$ cat src/rtl/mem_port_arbiter.sv
// rtl/mem_port_arbiter.sv - shares one data memory port between instruction fetch and load/store
//
// Ports:
//   clk, rst                   single clock, synchronous active-high reset
//   fetchRequest/Address       fetch word read request (held until fetchGrant)
//   fetchGrant/Valid/Data      fetch command issued / returned instruction word
//   dataReadMode/WriteMode     load/store request modes (0 = none; read wins if both set)
//   dataAddress/WriteData      load/store address and store data
//   dataGrant/Valid/ReadData   data command issued / access complete / load data
//   memAddress/ReadMode/WriteMode/WriteData   memory command
//   memReadData                memory read data, valid READ_LATENCY cycles after command
//   stall                      a requester is waiting or a read is outstanding
// Optional feature macro MEM_ARBITER_STATS_EN adds fetchGrantCount, dataGrantCount,
// conflictCount (32-bit wrapping counters).

module mem_port_arbiter #(
    parameter int READ_LATENCY    = 2,
    parameter int MAX_DATA_STREAK = 4
) (
    input  logic        clk,
    input  logic        rst,
    input  logic        fetchRequest,
    input  logic [31:0] fetchAddress,
    output logic        fetchGrant,
    output logic        fetchValid,
    output logic [31:0] fetchData,
    input  logic [2:0]  dataReadMode,
    input  logic [2:0]  dataWriteMode,
    input  logic [31:0] dataAddress,
    input  logic [31:0] dataWriteData,
    output logic        dataGrant,
    output logic        dataValid,
    output logic [31:0] dataReadData,
    output logic [31:0] memAddress,
    output logic [2:0]  memReadMode,
    output logic [2:0]  memWriteMode,
    output logic [31:0] memWriteData,
    input  logic [31:0] memReadData,
    output logic        stall
`ifdef MEM_ARBITER_STATS_EN
    ,
    output logic [31:0] fetchGrantCount,
    output logic [31:0] dataGrantCount,
    output logic [31:0] conflictCount
`endif
);

    localparam logic [2:0] MODE_WORD  = 3'd3;
    localparam logic [3:0] LAT_LOAD   = 4'(READ_LATENCY);
    localparam logic [3:0] STREAK_MAX = 4'(MAX_DATA_STREAK);

    typedef enum logic [1:0] {
        IDLE       = 2'd0,
        WAIT_FETCH = 2'd1,
        WAIT_DATA  = 2'd2
    } state_t;

    state_t      state;
    state_t      next_state;
    logic [3:0]  count;
    logic [3:0]  streak;

    logic data_req;
    logic data_is_read;
    logic fetch_wins;
    logic data_wins;
    logic read_done;

    assign data_req     = (dataReadMode != 3'd0) || (dataWriteMode != 3'd0);
    assign data_is_read = (dataReadMode != 3'd0);
    // Fetch only overrides a data request once the data streak has saturated.
    assign fetch_wins   = (state == IDLE) && fetchRequest && (!data_req || streak == STREAK_MAX);
    assign data_wins    = (state == IDLE) && data_req && !fetch_wins;
    assign read_done    = (count <= 4'd1);

    always_ff @(posedge clk) begin
        if (rst) begin
            state <= IDLE;
        end else begin
            state <= next_state;
        end
    end

    always_comb begin
        next_state = state;
        case (state)
            IDLE: begin
                if (fetch_wins) begin
                    next_state = WAIT_FETCH;
                end else if (data_wins && data_is_read) begin
                    next_state = WAIT_DATA;
                end
            end
            WAIT_FETCH, WAIT_DATA: begin
                if (read_done) begin
                    next_state = IDLE;
                end
            end
            default: next_state = IDLE;
        endcase
    end

    always_comb begin
        fetchGrant   = 1'b0;
        fetchValid   = 1'b0;
        fetchData    = 32'd0;
        dataGrant    = 1'b0;
        dataValid    = 1'b0;
        dataReadData = 32'd0;
        memAddress   = 32'd0;
        memReadMode  = 3'd0;
        memWriteMode = 3'd0;
        memWriteData = 32'd0;
        case (state)
            IDLE: begin
                if (fetch_wins) begin
                    fetchGrant  = 1'b1;
                    memAddress  = fetchAddress;
                    memReadMode = MODE_WORD;
                end else if (data_wins) begin
                    dataGrant  = 1'b1;
                    memAddress = dataAddress;
                    if (data_is_read) begin
                        memReadMode = dataReadMode;
                    end else begin
                        // Writes complete in the grant cycle.
                        memWriteMode = dataWriteMode;
                        memWriteData = dataWriteData;
                        dataValid    = 1'b1;
                    end
                end
            end
            WAIT_FETCH: begin
                if (read_done) begin
                    fetchValid = 1'b1;
                    fetchData  = memReadData;
                end
            end
            WAIT_DATA: begin
                if (read_done) begin
                    dataValid    = 1'b1;
                    dataReadData = memReadData;
                end
            end
            default: ;
        endcase
    end

    assign stall = (fetchRequest && !fetchGrant) || (data_req && !dataGrant) || (state != IDLE);

    always_ff @(posedge clk) begin
        if (rst) begin
            count  <= 4'd0;
            streak <= 4'd0;
        end else begin
            if (fetchGrant || (dataGrant && data_is_read)) begin
                count <= LAT_LOAD;
            end else if (state != IDLE && count != 4'd0) begin
                count <= count - 4'd1;
            end

            if (!fetchRequest || fetchGrant) begin
                streak <= 4'd0;
            end else if (dataGrant && streak != STREAK_MAX) begin
                streak <= streak + 4'd1;
            end
        end
    end

`ifdef MEM_ARBITER_STATS_EN
    always_ff @(posedge clk) begin
        if (rst) begin
            fetchGrantCount <= 32'd0;
            dataGrantCount  <= 32'd0;
            conflictCount   <= 32'd0;
        end else begin
            if (fetchGrant) fetchGrantCount <= fetchGrantCount + 32'd1;
            if (dataGrant)  dataGrantCount  <= dataGrantCount + 32'd1;
            if (state == IDLE && fetchRequest && data_req) conflictCount <= conflictCount + 32'd1;
        end
    end
`endif

endmodule

$ cat config.mk
export PLATFORM = sky130hd
export DESIGN_NAME = mem_port_arbiter
export DESIGN_NICKNAME = d
export VERILOG_FILES = /design/src/rtl/mem_port_arbiter.sv
export SDC_FILE = /design/constraint.sdc
export NUM_CORES = 1
export LEC_CHECK = 0
export CORE_AREA = 4 4 104 106
export CTS_CLUSTER_SIZE = 12
export DETAILED_ROUTE_END_ITERATION = 6
export DIE_AREA = 0 0 108 110
export PLACE_DENSITY_LB_ADDON = 0.3
export SKIP_CTS_REPAIR_TIMING = 1
export SLEW_MARGIN = 5
export SYNTH_ARGS = -nofsm -noshare
export SYNTH_HDL_FRONTEND = slang
export SYNTH_SLANG_ARGS = --single-unit
export TNS_END_PERCENT = 20
$ cat constraint.sdc
create_clock -name clk -period 2.41 [get_ports clk]
set_input_delay 0.482 -clock clk [delete_from_list [all_inputs] [get_ports clk]]
set_output_delay 0.482 -clock clk [all_outputs]
set_load 0.005 [all_outputs]
==> metrics.cfg <==
[global_route]
grt_pass1_vias=2948
grt_usage=0.1453
grt_pass1_wl_um=14060
antenna_found_initial=0
gr-total-overflow=0
grt_max_degree=67

[clock_tree]
htreeDepth=1
cts_buffers=3
cts_buffer_depth=2
clk_pin_slew_ns=0.05
cts_num_sinks=10
cts_tree=built
clkLatencyLatePin_ns=0.23
clock_tree.root_cell=clkbuf_8

[critical_path]
arrival_ns=2.12
crit_required_ns=1.93
crit_path_end=memReadMode[2]
crit_start=streak[0]
path_max_fanout=34
r2r_cells=7
critPathKind=register to output pin
cp-start-kind=register
reg2reg_from=state[0]
r2r_end=count[3]
worstSetupEndpointType=output pin
r2r_slack_ns=0.75

[sta]
setup_ws_ns=-0.1943
hold_violations=0
period_share=1.081
skew_ns=0.002250
worstMarginPinSlew_ns=0.3255
setup_viol_count_final=76
slew_violations=0
rsz0062_at_grt=true
slew_headroom=0.7807
whs_ns=0.4853
period_minus_slack_ns=2.604
max_freq_mhz=384.0

[logic_synthesis]
yosys_warnings=0
synth_seq_cells=10
synth_nets=395
syn_avg_cell_area_um2=7.082
syn-cell-area_um2=1770
ys_types=35
synth_cells=250
seq_area_frac_synth=0.1131

[placement]
place_inst=661
gp_congestion=0.7740
dp_hpwl_um=8639
port-buffer-count=275

[hold_path]
hold_path_class=register to register

[detailed_routing]
drc=0
vias=3018
wire_per_inst_um=15.49
wl_um=10440
drt_iter0_drc=115
firstDrtPassIters=4
antenna_left=0
vias_per_cell=4.478

[power]
comb_power_share=0.725
power.switching_mw=0.4933
power.internal_mw=0.9497
p_clk_frac=0.143
powerDensity_nw_per_um2=286.7
power_frac_seq=0.132
swShare=0.3419
ir_drop_uv=225.3
power_leakage_nw=2.974

[flow_run]
cap_violations=0

[layout]
post_layout_nonfiller_instances=674
post-route-util=0.5148
syn_to_final_growth_pct=184.2
diodes=0
drive_above_1_share=0.1608
seq_area_um2=202.7
fillers=928
fin_nets=687
multi_input_area_um2=1454

[die]
core_area_um2=9774
pin_count=276
die_w_um=108
die_h_um=110
dieArea_um2=11880
initial_core_util=0.1811
num_rows=36

[outcome]
status=finished, violations left
violations=negative setup slack

## power groups by stage
stage	Clock [mW]	Sequential, mW	Combinational (mW)
CTS	0.212	0.189	1.11
global placement	0	0.192	1.10
floorplan	0	0.192	0.396
finish	0.207	0.190	1.05
global route	0.222	0.192	1.14
detailed placement	0	0.192	1.11
## synth_stat cells, drive strengths merged
| cell | n | area, µm² |
|---|---|---|
| dfxtp | 10 | 200.2 |
| nand3 | 2 | 10.01 |
| or3 | 1 | 11.26 |
| ha | 8 | 100.1 |
| a21oi | 11 | 58.81 |
| a31oi | 1 | 6.260 |
| or4 | 2 | 15.01 |
| a21o | 2 | 15.01 |
| o31a | 1 | 8.760 |
| nand2 | 9 | 33.78 |
| a22o | 32 | 280.3 |
| nand4 | 1 | 6.260 |
| o21ai | 5 | 25.02 |
| and3b | 1 | 8.760 |
| nor3 | 9 | 66.32 |
| and2 | 36 | 225.2 |
| nand2b | 1 | 6.260 |
| o21a | 3 | 22.52 |
| nor2 | 9 | 41.29 |
| buf | 11 | 83.83 |
| clkbuf | 14 | 52.55 |
| inv | 9 | 33.78 |
| mux2i | 1 | 10.01 |
| nor3b | 1 | 7.510 |
| and3 | 67 | 419.2 |
| a211oi | 2 | 15.01 |
| o31ai | 1 | 7.510 |
## registers in the layout (all words and copies together) (netlist names)
name    cells
state       2
streak      4
count       4
## cell families after synthesis
family / count (synthesis) / synth area share
buffers and inverters: 34 / 0.09611
AOI/OAI and AO/OA: 58 / 0.2481
DFF: 10 / 0.1131
adders and majority gates: 8 / 0.05654
muxes: 1 / 0.005654
and+or+nand+nor: 139 / 0.4806
## metal layers
metal | global-route usage | routed length, µm | vias up
li1 | - | - | 1494
met1 | 0.1417 | 3545 | 1340
met2 | 0.2975 | 5497 | 172
met3 | 0.04135 | 1218 | 12
met4 | 0.03607 | 176 | 0
met5 | 0 | 0 | -
## how the worst min path moves through the flow
stage                        start        to  slack [ns]  depth (start not counted)
final                     count[1]  count[1]        0.49                          1
after global routing      count[1]  count[1]        0.53                          1
after CTS                 count[1]  count[1]        0.49                          1
after detailed placement  count[1]  count[1]        0.48                          1
after global placement    count[1]  count[1]        0.47                          1
after floorplan           count[1]  count[1]        0.46                          1
## critical path, cell delays in order, from the launching register on
cell,delay (ns)
dfxtp_2,0.33
inv_2,0.05
ha_4,0.15
and3b_2,0.23
nand2_1,0.09
and3_1,0.21
buf_12,0.20
and2_1,0.14
clkdlybuf4s50_1,0.50
## cell usage in the layout (no fill, tap or decap), types with 4 or more instances in the layout
master,instances
clkdlybuf4s50_1,201
nand2_1,9
clkbuf_2,21
nor2_1,7
clkbuf_8,4
and2_1,36
inv_1,6
dfxtp_1,8
a21oi_1,10
o21ai_0,4
buf_2,8
dlymetal6s2s_1,45
ha_1,6
and3_1,66
a22o_1,32
nor3_1,5
buf_12,5
buf_4,27
## metrics by stage
| step | cell area, µm² | setup TNS (ns) | total power [mW] | worst slack [ns] |
|---|---|---|---|---|
| floorplan | 1770 | 0 | 0.5878 | 0.3894 |
| global placement | 4831 | -37.75 | 1.290 | -0.5632 |
| detailed placement | 4831 | -39.02 | 1.300 | -0.5774 |
| CTS | 4886 | -50.56 | 1.512 | -0.5899 |
| global route | 5032 | -20.85 | 1.550 | -0.3293 |
| finish | 5032 | -10.57 | 1.443 | -0.1943 |
## cell type report
type / instances / area share
Timing Repair Buffer: 312 / 0.6201
Sequential cell: 10 / 0.04028
Tap cell: 133 / 0.03307
Multi-Input combinational cell: 206 / 0.2889
Clock buffer: 4 / 0.01094
Inverter: 9 / 0.006713
Note: power is estimated with default switching activity, not from simulation.
